## config.mk

```make
export PLATFORM = sky130hd
export DESIGN_NAME = piso_frame_ctrl_flat
export DESIGN_NICKNAME = d
export VERILOG_FILES = /design/src/rtl/piso_frame_ctrl_pkg.sv /design/src/rtl/piso_frame_ctrl_if.sv /design/src/rtl/piso_frame_ctrl_uni_shift_reg.sv /design/src/rtl/piso_frame_ctrl.sv /design/src/flat_wrapper.sv
export SDC_FILE = /design/constraint.sdc
export NUM_CORES = 1
export LEC_CHECK = 0
export CAP_MARGIN = 25
export CORE_UTILIZATION = 51
export CTS_CLUSTER_SIZE = 28
export DETAILED_ROUTE_END_ITERATION = 12
export HOLD_SLACK_MARGIN = 0.08
export PLACE_DENSITY = 0.86
export SETUP_SLACK_MARGIN = 0.2
export SLEW_MARGIN = 5
export SYNTH_ARGS = -nofsm -noshare
export SYNTH_HDL_FRONTEND = slang
export SYNTH_HIERARCHICAL = 1
export SYNTH_SLANG_ARGS = --single-unit
```

## constraint.sdc

```tcl
create_clock -name clk -period 3.2 [get_ports clk]
set_clock_uncertainty 0.15 [all_clocks]
set_input_delay 0.64 -clock clk [delete_from_list [all_inputs] [get_ports clk]]
set_output_delay 0.64 -clock clk [all_outputs]
set_load 0.02 [all_outputs]
```

## src/rtl/piso_frame_ctrl_pkg.sv

```systemverilog
// Shared definitions for the parallel-in/serial-out frame controller:
// register mode codes, FSM state codes and small helpers.
package piso_frame_ctrl_pkg;

  // {s1,s0} mode codes understood by the universal shift register
  typedef enum logic [1:0] {
    MODE_HOLD = 2'b00,
    MODE_SHR  = 2'b01,
    MODE_SHL  = 2'b10,
    MODE_LOAD = 2'b11
  } mode_e;

  // Frame sequencer states
  typedef enum logic [1:0] {
    ST_IDLE  = 2'b00,
    ST_SHIFT = 2'b01,
    ST_GAP   = 2'b10
  } state_e;

  // Gap counter covers inter-frame gaps of 0..15 cycles
  localparam int GAP_CNT_W = 4;

  // Shift direction that moves the next frame bit onto the serial tap
  function automatic mode_e shift_mode(input bit lsb_first);
    return lsb_first ? MODE_SHR : MODE_SHL;
  endfunction

endpackage

```

## src/rtl/piso_frame_ctrl_if.sv

```systemverilog
// Word-in / bit-out bus of the frame controller. The controller is the
// slave (takes words, produces serial bits); the source/sink side is master.
interface piso_frame_ctrl_if #(
  parameter int WIDTH = 4
);
  logic [WIDTH-1:0] in_data;
  logic             in_valid;
  logic             in_ready;
  logic             ser_out;
  logic             ser_valid;
  logic             ser_ready;
  logic             ser_last;
  logic [1:0]       mode;
  logic             busy;

  modport slave (
    input  in_data, in_valid, ser_ready,
    output in_ready, ser_out, ser_valid, ser_last, mode, busy
  );

  modport master (
    output in_data, in_valid, ser_ready,
    input  in_ready, ser_out, ser_valid, ser_last, mode, busy
  );
endinterface

```

## src/rtl/piso_frame_ctrl_uni_shift_reg.sv

```systemverilog
// Universal shift register: hold, shift right (fill from sr_in at the MSB),
// shift left (fill from sl_in at the LSB) or parallel load, selected by mode.
module uni_shift_reg
  import piso_frame_ctrl_pkg::*;
#(
  parameter int WIDTH = 4
) (
  input  logic             clk,
  input  logic             rst_n,
  input  logic [1:0]       mode,
  input  logic [WIDTH-1:0] par_in,
  input  logic             sr_in,
  input  logic             sl_in,
  output logic [WIDTH-1:0] q
);

  logic [WIDTH-1:0] q_q;
  logic [WIDTH-1:0] q_d;

  genvar gi;
  generate
    for (gi = 0; gi < WIDTH; gi++) begin : g_bit
      logic from_upper; // bit that lands here on a right shift
      logic from_lower; // bit that lands here on a left shift

      if (gi == WIDTH - 1) begin : g_top
        assign from_upper = sr_in;
      end else begin : g_mid_up
        assign from_upper = q_q[gi+1];
      end

      if (gi == 0) begin : g_bottom
        assign from_lower = sl_in;
      end else begin : g_mid_dn
        assign from_lower = q_q[gi-1];
      end

      assign q_d[gi] = (mode == MODE_LOAD) ? par_in[gi]  :
                       (mode == MODE_SHR)  ? from_upper  :
                       (mode == MODE_SHL)  ? from_lower  :
                                             q_q[gi];
    end
  endgenerate

  // Register the selected next value; reset clears any partial word
  always_ff @(posedge clk or negedge rst_n) begin
    if (!rst_n) begin
      q_q <= '0;
    end else begin
      q_q <= q_d;
    end
  end

  assign q = q_q;

endmodule

```

## src/rtl/piso_frame_ctrl.sv

```systemverilog
// Frame sequencer in front of a universal shift register: takes parallel
// words on a valid/ready handshake, loads them, then shifts WIDTH bits out
// under ser_ready flow control, with an optional forced idle gap per frame.
module piso_frame_ctrl
  import piso_frame_ctrl_pkg::*;
#(
  parameter int WIDTH     = 4,
  parameter int LSB_FIRST = 1,
  parameter int GAP       = 0
) (
  input  logic              clk,
  input  logic              rst_n,
  piso_frame_ctrl_if.slave  bus
);

  localparam int                   CNT_W      = (WIDTH > 1) ? $clog2(WIDTH) : 1;
  localparam logic [CNT_W-1:0]     LAST_CNT   = CNT_W'(WIDTH - 1);
  localparam logic [GAP_CNT_W-1:0] GAP_INIT   = GAP_CNT_W'(GAP);
  localparam bit                   HAS_GAP    = (GAP > 0);
  localparam mode_e                SHIFT_MODE = shift_mode(LSB_FIRST != 0);

  state_e                 state_q, state_d;
  logic [CNT_W-1:0]       cnt_q, cnt_d;
  logic [GAP_CNT_W-1:0]   gap_cnt_q, gap_cnt_d;
  logic                   ser_valid_q, ser_valid_d;
  logic                   ser_last_q, ser_last_d;
  mode_e                  mode_d;
  logic                   in_ready;
  logic                   accept;
  logic [WIDTH-1:0]       sr_q;

  // Word acceptance: always in IDLE, and on the accepted last bit when no
  // gap is configured so back-to-back frames stream without a bubble
  always_comb begin
    in_ready = 1'b0;
    if (rst_n) begin
      if (state_q == ST_IDLE) begin
        in_ready = 1'b1;
      end else if (!HAS_GAP && (state_q == ST_SHIFT) &&
                   (cnt_q == LAST_CNT) && bus.ser_ready) begin
        in_ready = 1'b1;
      end
    end
  end

  assign accept = bus.in_valid & in_ready;

  // Next-state, counter and applied register mode
  always_comb begin
    state_d   = state_q;
    cnt_d     = cnt_q;
    gap_cnt_d = gap_cnt_q;
    mode_d    = MODE_HOLD;

    unique case (state_q)
      ST_IDLE: begin
        if (accept) begin
          mode_d  = MODE_LOAD;
          cnt_d   = '0;
          state_d = ST_SHIFT;
        end
      end

      ST_SHIFT: begin
        // Without ser_ready everything holds, including the bit on ser_out
        if (bus.ser_ready) begin
          mode_d = SHIFT_MODE;
          if (cnt_q == LAST_CNT) begin
            cnt_d = '0;
            if (HAS_GAP) begin
              state_d   = ST_GAP;
              gap_cnt_d = GAP_INIT;
            end else if (accept) begin
              // Reload replaces the final shift; stay in SHIFT
              mode_d = MODE_LOAD;
            end else begin
              state_d = ST_IDLE;
            end
          end else begin
            cnt_d = cnt_q + 1'b1;
          end
        end
      end

      ST_GAP: begin
        gap_cnt_d = gap_cnt_q - 1'b1;
        if (gap_cnt_q <= GAP_CNT_W'(1)) begin
          state_d = ST_IDLE;
        end
      end

      default: begin
        state_d = ST_IDLE;
      end
    endcase

    // Serial flags are precomputed so they come straight from flops
    ser_valid_d = (state_d == ST_SHIFT);
    ser_last_d  = (state_d == ST_SHIFT) && (cnt_d == LAST_CNT);
  end

  // Sequencer state and registered serial flags
  always_ff @(posedge clk or negedge rst_n) begin
    if (!rst_n) begin
      state_q     <= ST_IDLE;
      cnt_q       <= '0;
      gap_cnt_q   <= '0;
      ser_valid_q <= 1'b0;
      ser_last_q  <= 1'b0;
    end else begin
      state_q     <= state_d;
      cnt_q       <= cnt_d;
      gap_cnt_q   <= gap_cnt_d;
      ser_valid_q <= ser_valid_d;
      ser_last_q  <= ser_last_d;
    end
  end

  uni_shift_reg #(
    .WIDTH (WIDTH)
  ) u_shift_reg (
    .clk    (clk),
    .rst_n  (rst_n),
    .mode   (mode_d),
    .par_in (bus.in_data),
    .sr_in  (1'b0),
    .sl_in  (1'b0),
    .q      (sr_q)
  );

  // Serial tap sits at the end the register shifts towards
  generate
    if (LSB_FIRST != 0) begin : g_tap_lsb
      assign bus.ser_out = sr_q[0];
    end else begin : g_tap_msb
      assign bus.ser_out = sr_q[WIDTH-1];
    end
  endgenerate

  assign bus.in_ready  = in_ready;
  assign bus.ser_valid = ser_valid_q;
  assign bus.ser_last  = ser_last_q;
  assign bus.mode      = mode_d;
  assign bus.busy      = (state_q != ST_IDLE);

endmodule
```

## src/flat_wrapper.sv

```systemverilog
// flat-port wrapper written by rule: the top's interface ports become plain ports
module piso_frame_ctrl_flat import piso_frame_ctrl_pkg::*;
#(
  parameter int WIDTH     = 4,
  parameter int LSB_FIRST = 1,
  parameter int GAP       = 0
)
  (clk, rst_n, bus_in_data, bus_in_valid, bus_ser_ready, bus_in_ready, bus_ser_out, bus_ser_valid, bus_ser_last, bus_mode, bus_busy);
  piso_frame_ctrl_if #(.WIDTH(WIDTH)) bus_i ();
  input  logic clk;
  input  logic rst_n;
  input wire logic [$bits(bus_i.in_data)-1:0] bus_in_data;
  input wire logic [$bits(bus_i.in_valid)-1:0] bus_in_valid;
  input wire logic [$bits(bus_i.ser_ready)-1:0] bus_ser_ready;
  output wire logic [$bits(bus_i.in_ready)-1:0] bus_in_ready;
  output wire logic [$bits(bus_i.ser_out)-1:0] bus_ser_out;
  output wire logic [$bits(bus_i.ser_valid)-1:0] bus_ser_valid;
  output wire logic [$bits(bus_i.ser_last)-1:0] bus_ser_last;
  output wire logic [$bits(bus_i.mode)-1:0] bus_mode;
  output wire logic [$bits(bus_i.busy)-1:0] bus_busy;
  assign bus_i.in_data = bus_in_data;
  assign bus_i.in_valid = bus_in_valid;
  assign bus_i.ser_ready = bus_ser_ready;
  assign bus_in_ready = bus_i.in_ready;
  assign bus_ser_out = bus_i.ser_out;
  assign bus_ser_valid = bus_i.ser_valid;
  assign bus_ser_last = bus_i.ser_last;
  assign bus_mode = bus_i.mode;
  assign bus_busy = bus_i.busy;
  piso_frame_ctrl #(.WIDTH(WIDTH), .LSB_FIRST(LSB_FIRST), .GAP(GAP)) u_core (.clk(clk), .rst_n(rst_n), .bus(bus_i));
endmodule
```

==> results.json, run 1 <==
{
  "synth_top_area_share": 0.506,
  "outcome": "finished, final reports clean",
  "ys_warn_count": 6,
  "cts_buffers": 3,
  "mappedNetlistArea_um2": 692,
  "n_antenna_cell": 0,
  "seq_area_um2": 350,
  "place_congestion": 0.643,
  "fmax_mhz": 349,
  "grt_pass1_vias": 493,
  "overflow": 0,
  "fp.dieH_um": 38.8,
  "setup_viol_count_final": 0,
  "hold_viol": 0,
  "post-route-util": 0.762,
  "die_area_mm2": 0.00151,
  "path_max_fanout": 3,
  "route.vias.total": 496,
  "reg2reg_depth": 6,
  "htreeDepth": 1,
  "drtPass1Iterations": 4,
  "drv_cap": 0,
  "grt_antenna_before_repair": 0,
  "cts.clk_slew.worst_paths_ps": 70,
  "grt_max_degree": 9,
  "p_leak_uw": 0.000438,
  "synth_area_leaders": "dfrtp_1 (51%), mux4_1 (15%), ha_1 (5.4%), nor2_1 (3.3%), mux2i_1 (2.9%)",
  "required_ps": 2410,
  "n_fill_cell": 87,
  "io_buffers": 14,
  "cts_resized": 2,
  "yosys.area.top_type": "dfrtp_1",
  "multi_input_area_um2": 334,
  "design_area_um2": 903,
  "wl_um": 1280,
  "placed_cell_area_um2": 883,
  "via_per_inst": 5.64,
  "dpl.hpwl_um": 1000,
  "min-delay-path-class": "reg2reg",
  "syn_inst": 52,
  "synth.distinct_cells": 23,
  "syn_avg_cell_area_um2": 13.3,
  "cts_max_path_buffers": 2,
  "wire_per_inst_um": 14.6,
  "ant_nets": 0,
  "area_growth_pct": 30.6,
  "fin_setup_tns_ps": 0,
  "maxSlewViolCount": 0,
  "clock_sinks": 14,
  "initial_utilization": 0.583,
  "drive_gt1_frac": 0.162,
  "layout.nets": 87,
  "fin_crit_ps": 2870,
  "fin_crit_sh": 0.897,
  "crit_arrival_ps": 2080,
  "worstSetupStartpointType": "primary input",
  "num_io_pins": 15,
  "hold_depth": 1,
  "drt_iter0_drc": 8,
  "power_density_mw_per_mm2": 717,
  "final_common_cell": "dfrtp_1",
  "cts_root_buffer": "clkbuf_4",
  "tritoncts": "yes",
  "rsz0062_at_grt": "false",
  "row_count": 12,
  "grtUsageTotal": 0.212,
  "synth-seq-cells": 14,
  "grt_pass1_wl_um": 2020,
  "clk_latency_ps": 270,
  "cts_hold_buf": 0,
  "criticalPathCategory": "in2out",
  "irDropWorstVdd_v": 0.000479,
  "core-area_mm2": 0.00119,
  "layout_common_cells": "dfrtp_1 (14), clkdlybuf4s50_1 (12), nor2_1 (6), buf_4 (4), mux4_1 (4)",
  "die_w_um": 38.8,
  "drc_errors": 0,
  "post_cts_buffers": 0,
  "endpoint_kind": "output port",
  "ys_seq_area_frac": 0.506
}
sequential cells by signal, indices dropped and copies added (netlist names):
name and cells:
u_core/bus.ser_valid 1, u_core/u_shift_reg/q 4, u_core/gap_cnt_q 4, u_core/bus.ser_last 1, u_core/state_q 2, u_core/cnt_q 2
per-stage QoR:
step / cells / hold WS (ps) / total power, uW / worst slack (ps)
finish: 88 / 342 / 648 / 331
detailed placement: 85 / 324 / 566 / 190
global route: 88 / 367 / 691 / 284
global placement: 85 / 312 / 554 / 213
CTS: 88 / 346 / 659 / 327
floorplan: 53 / 194 / 445 / 982
final timing paths:
check                                         start                       to  slack (ps)
worst max-delay path                  bus_ser_ready             bus_in_ready         330
worst min-delay path            u_core/gap_cnt_q[3]      u_core/gap_cnt_q[3]         340
worst max register to register      u_core/cnt_q[0]  u_core/u_shift_reg/q[3]        1020
worst min register to register  u_core/gap_cnt_q[3]      u_core/gap_cnt_q[3]         340
max in group asynchronous                     rst_n  u_core/u_shift_reg/q[3]        2160
min in group asynchronous                     rst_n      u_core/gap_cnt_q[1]         610
kinds of logic (layout without fill, tap and decap cells):
logic type | after synthesis | in the layout | synth area share
compound gates | 4 | 4 | 0.0362
xor+xnor | 3 | 3 | 0.0380
fa+ha+maj | 3 | 3 | 0.0543
buf+inv | 3 | 24 | 0.0163
flops | 14 | 14 | 0.506
mux | 6 | 6 | 0.181
other cells | 1 | 2 | 0.00542
simple gates | 18 | 18 | 0.163
cell type report:
| class | instances | area share |
|---|---|---|
| clock buffer | 3 | 0.0249 |
| timing repair buffer | 18 | 0.186 |
| multi-input combinational | 36 | 0.370 |
| inverter | 3 | 0.0125 |
| sequential | 14 | 0.388 |
| tap | 14 | 0.0194 |
power by group:
part	internal (uW)	switching [uW]
Clock	43.5	48.0
Sequential	232	31.1
Combinational	164	129
Total	440	208
Yosys cell counts:
| cell | instances |
|---|---|
| a21bo_2 | 1 |
| a21oi_1 | 2 |
| and2_1 | 1 |
| and3b_2 | 1 |
| and4bb_2 | 1 |
| conb_1 | 1 |
| dfrtp_1 | 14 |
| ha_1 | 3 |
| inv_1 | 3 |
| mux2i_1 | 2 |
| mux4_1 | 4 |
| nand2_1 | 2 |
| nand2b_1 | 1 |
| nand3b_1 | 1 |
| nor2_1 | 6 |
| nor3_1 | 1 |
| nor4_1 | 1 |
| nor4b_2 | 1 |
| o21ai_0 | 1 |
| or2_2 | 1 |
| or2b_1 | 1 |
| xnor2_1 | 1 |
| xor2_1 | 2 |
per-layer routing:
| layer | vias up | global-route usage | share of wire |
|---|---|---|---|
| met5 | - | 0 | 0 |
| met4 | 0 | 0.0776 | 0.0070 |
| met3 | 2 | 0.0636 | 0.057 |
| met2 | 17 | 0.354 | 0.51 |
| met1 | 246 | 0.257 | 0.43 |
| li1 | 231 | - | - |
worst max-delay path: stages:
cell	delay [ps]
clkdlybuf4s50_1	480
a21bo_2	150
and3b_2	200
clkdlybuf4s50_1	610
Power figures use the tool's default switching activity.
==> inputs of run 2 (changes only) <==
--- a/config.mk
+++ b/config.mk
@@ -6,11 +6,12 @@
 export NUM_CORES = 1
 export LEC_CHECK = 0
 export CAP_MARGIN = 25
-export CORE_UTILIZATION = 51
+export CORE_MARGIN = 1.5
+export CORE_UTILIZATION = 45
 export CTS_CLUSTER_SIZE = 28
 export DETAILED_ROUTE_END_ITERATION = 12
 export HOLD_SLACK_MARGIN = 0.08
-export PLACE_DENSITY = 0.86
+export PLACE_DENSITY = 0.78
 export SETUP_SLACK_MARGIN = 0.2
 export SLEW_MARGIN = 5
 export SYNTH_ARGS = -nofsm -noshare
==> results.json, run 2 (synthesis gave the netlist of run 1 again) <==
{
  "min-delay-path-class": "reg2reg",
  "dr.max_layer_used": "met4",
  "cp_slowest_stage_delay_ps": 590,
  "slowest_stage": "clkdlybuf4s50_1",
  "grt_antenna_before_repair": 0,
  "clockPowerShare": 0.132,
  "required_ps": 2410,
  "row_count": 13,
  "cts_buffers": 3,
  "setup_viol_count_final": 0,
  "layout.nets": 87,
  "cts_max_path_buffers": 2,
  "area_growth_pct": 31.8,
  "dpl.hpwl_um": 945,
  "p_int_uw": 442,
  "fmax_mhz": 352,
  "num_io_pins": 15,
  "via_per_inst": 5.16,
  "total_power_uw": 645,
  "layout_common_cells": "dfrtp_1 (14), clkdlybuf4s50_1 (12), nor2_1 (6), buf_4 (4), mux4_1 (4)",
  "grtUsageTotal": 0.139,
  "drive_gt1_frac": 0.162,
  "wl_um": 1110,
  "maxSlewViolCount": 0,
  "cts.clk_slew.worst_paths_ps": 70,
  "rsz0062_at_grt": "false",
  "crit_arrival_ps": 2050,
  "clock_sinks": 14,
  "core-area_mm2": 0.00137,
  "n_fill_cell": 109,
  "overflow": 0,
  "tritoncts": "yes",
  "ant_nets": 0,
  "irDropWorstVdd_v": 0.000325,
  "cts_hold_buf": 0,
  "htreeDepth": 1,
  "worstSetupStartpointType": "primary input",
  "clk_latency_ps": 250,
  "cts_root_buffer": "clkbuf_4",
  "drc_errors": 0,
  "drv_cap": 0,
  "fin_setup_tns_ps": 0,
  "criticalPathCategory": "in2out",
  "p_sw_uw": 203,
  "hold_viol": 0,
  "grt_max_degree": 9,
  "worst_path_most_repeated_cell": "clkdlybuf4s50_1",
  "p_leak_uw": 0.000460,
  "die_area_mm2": 0.00178,
  "path_max_fanout": 3,
  "met3_length_um": 53,
  "wl_met1_um": 560,
  "place_congestion": 0.815,
  "combPwrFrac": 0.459,
  "die_w_um": 42.2,
  "route.vias.total": 459,
  "io_buffers": 14,
  "grt_pass1_wl_um": 1900,
  "fp.dieH_um": 42.2,
  "final_common_cell": "dfrtp_1",
  "pre_cts_ws_ps": 204,
  "power_density_mw_per_mm2": 707,
  "drtPass1Iterations": 3,
  "post_cts_buffers": 0,
  "worst_slack_ps": 359,
  "fin_crit_sh": 0.888,
  "wire_per_inst_um": 12.5,
  "routed-wl-met2_um": 492,
  "p_seq_frac": 0.408,
  "endpoint_kind": "output port",
  "crit_chain": "clkdlybuf4s50_1 > a21bo_2 > and3b_2 > clkdlybuf4s50_1",
  "swShare": 0.314,
  "drt_iter0_drc": 8,
  "n_antenna_cell": 0,
  "grt_pass1_vias": 440,
  "fin_crit_ps": 2840,
  "initial_utilization": 0.506,
  "outcome": "finished, final reports clean"
}
## run 2: cell count changes in the layout (fill, tap and decap cells not counted)
| cell | delta |
|---|---|
| dlygate4sd2_1 | -2 |
| dlymetal6s2s_1 | +2 |
## run 2: path summary, 6_finish.rpt
| check | start | endpoint | slack, ps | cells past startpoint |
|---|---|---|---|---|
| max | bus_ser_ready | bus_in_ready | 360 | 4 |
| min | u_core/gap_cnt_q[3] | u_core/gap_cnt_q[3] | 330 | 1 |
| max reg2reg | u_core/cnt_q[0] | u_core/u_shift_reg/q[3] | 1090 | 6 |
| min reg2reg | u_core/gap_cnt_q[3] | u_core/gap_cnt_q[3] | 330 | 1 |
| max in group asynchronous | rst_n | u_core/gap_cnt_q[0] | 2180 | 2 |
| min in group asynchronous | rst_n | u_core/cnt_q[1] | 600 | 2 |
## run 2: power by group through the flow
stage               clock network [uW]  registers, uW  logic [uW]
floorplan                            0            278         168
global placement                     0            263         299
detailed placement                   0            267         300
CTS                               87.9            263         301
global route                       101            271         322
finish                            85.4            263         297
## run 2: cell type report
cell class | instances | area (um^2) | area share
Clock buffer | 3 | 22.5 | 0.0247
Inverter | 3 | 11.3 | 0.0123
Multi-Input combinational cell | 36 | 334 | 0.366
Sequential cell | 14 | 350 | 0.384
Tap cell | 15 | 18.8 | 0.0206
Timing Repair Buffer | 18 | 175 | 0.192
## run 2: per-stage QoR
| step | std cells | hold WS, ps | utilization | instance area [um^2] |
|---|---|---|---|---|
| finish | 89 | 327 | 0.668 | 912 |
| global route | 89 | 338 | 0.668 | 912 |
| CTS | 89 | 331 | 0.664 | 907 |
| detailed placement | 86 | 319 | 0.647 | 885 |
| global placement | 86 | 316 | 0.647 | 885 |
| floorplan | 53 | 194 | - | 696 |
## run 2: worst max-delay path: cells and delay by family
kind                   cells  cell delay [ps]
buffers and inverters      2             1070
and+or+nand+nor            1              180
AOI/OAI and AO/OA          1              160
## run 2: routing by layer
layer,up-vias,global-route usage
li1,229,-
met1,217,0.226
met2,11,0.197
met3,2,0.0129
met4,0,0.0375
met5,-,0
## run 2: what timing repair did
item	in CTS	in global routing
resized for setup	0	2
endpoints found under the hold margin	0	0
endpoints found under the setup margin	0	2
==> RTL edit (settings of run 1) <==
Change the package constant `GAP_CNT_W` from 4 to 5.
--- a/src/rtl/piso_frame_ctrl_pkg.sv
+++ b/src/rtl/piso_frame_ctrl_pkg.sv
@@ -20,3 +20,3 @@
   // Gap counter covers inter-frame gaps of 0..15 cycles
-  localparam int GAP_CNT_W = 4;
+  localparam int GAP_CNT_W = 5;
 
Check against the original RTL: same outputs for any inputs over 10 cycles, from zero or initial values and one cycle with rst_n low; that may be too few to reach the edited logic, so the function may still have changed.
==> RTL edit against run 1 <==
Sequential share of layout area shrank 0.85 points. Setup slack lost 0.040 ns. Total power grew 8.3%. Area after synthesis grew 14%. Cell area grew 9.6%. Combinational power grew 7.8%. Highest routed layer unchanged. Hold slack lost 0.017 ns. Routed wire length grew 0.93%. Sequential cell count grew 1. Die area grew 13%. Cell count grew 4.5%. Synthesized cell count grew 7.7%.
==> RTL edit: results (changes against run 1) <==
[cells_and_area]
utilization_pct = 72.44  ; -3.7 points
fill_cells = 103  ; +18%
finalNetCount = 89  ; +2.3%
drive_above_1_share_pct = 19.48  ; +3.3 points

[power_and_ir_drop]
p_sw_mw = 0.2282  ; +9.5%
power_combinational_mw = 0.316  ; +7.8%
power_leakage_nw = 0.4617  ; +5.4%
vdd_drop_max_mv = 0.3512  ; -27%

[grt]
grt_pass1_wl_um = 1980  ; -2.0%
grt_max_degree = 10  ; +1
grtUsageTotal_pct = 19.20  ; -2.0 points

[synth]
syn_avg_cell_area_um2 = 14.08  ; +5.8%
synth_common_cells = 15 x dfrtp_1, 4 x mux4_1, 3 x ha_1, 3 x nand2_1, 3 x xor2_1
ys_top_cells_by_area = dfrtp_1 48%, mux4_1 13%, ha_1 4.8%

[clock_tree]
cts.sinks = 15  ; +1
clk_path_buf_depth = 2  ; unchanged

[placement]
placed_cell_area_um2 = 965.9  ; +9.3%
gp_congestion = 0.6338  ; -1.5%
hpwl_um = 1050  ; +4.9%

[route]
viasPerCell = 5.533  ; -1.8%
wl_um = 1296  ; +0.93%
drt_iter0_drc = 3  ; -5
num_vias = 509  ; +2.6%

[setup_path]
cp.arrival_ns = 2.12  ; +0.04 ns
r2r-end = u_core/u_shift_reg/q[0]$_DFFE_PN0P_
worstRegToRegCells = 5  ; -1

[timing]
fin_hold_ws_ns = 0.3245  ; -0.01737 ns
min_period_over_period_pct = 90.90  ; +1.3 points

[min_path]
min_to = u_core/gap_cnt_q[4]$_DFFE_PN0N_

[run_status]
outcome = complete, no violations

## RTL edit: cell type report
class / instances / area share, %
clock buffer: 4 / 2.655
inverter: 2 / 0.7585
multi-input combinational: 40 / 41.34
sequential: 15 / 37.93
tap: 15 / 1.896
timing repair buffer: 16 / 15.42
## RTL edit: metal layers
layer / vias up / wire [µm] / track usage (%)
met2: 15 / 611 / 30.86
met1: 244 / 601 / 23.74
met3: 2 / 70 / 3.723
li1: 248 / - / -
met4: 0 / 12 / 12.10
met5: - / 0 / 0
## RTL edit: repair_timing
item	in CTS	in global routing
resized for setup	2	0
endpoints found under the hold margin	0	0
setup endpoints to repair	2	0
## RTL edit: cell families after synthesis
logic type / synth area share [%]
AND/OR/NAND/NOR: 18.73
flip-flops: 47.62
AO/OA/AOI/OAI: 7.302
XOR/XNOR: 5.557
multiplexers: 14.60
adder cells (fa/ha/maj): 4.762
buffers and inverters: 0.9527
other: 0.4757
## RTL edit: critical path, cell delays in order
cell and delay [ns]:
clkdlybuf4s50_1 0.54, a21bo_4 0.16, and3b_4 0.19, clkdlybuf4s50_1 0.59
## RTL edit: worst max-delay path by stage
| stage | from | end | slack, ns | cells after the start |
|---|---|---|---|---|
| final | bus_ser_ready | bus_in_ready | 0.29 | 4 |
| after global routing | bus_ser_ready | bus_in_ready | 0.21 | 4 |
| after CTS | bus_ser_ready | bus_in_ready | 0.29 | 4 |
| after detailed placement | bus_ser_ready | bus_mode[1] | 0.11 | 5 |
| after global placement | bus_ser_ready | bus_mode[1] | 0.12 | 5 |
| after floorplan | bus_ser_ready | bus_mode[1] | 1.17 | 3 |
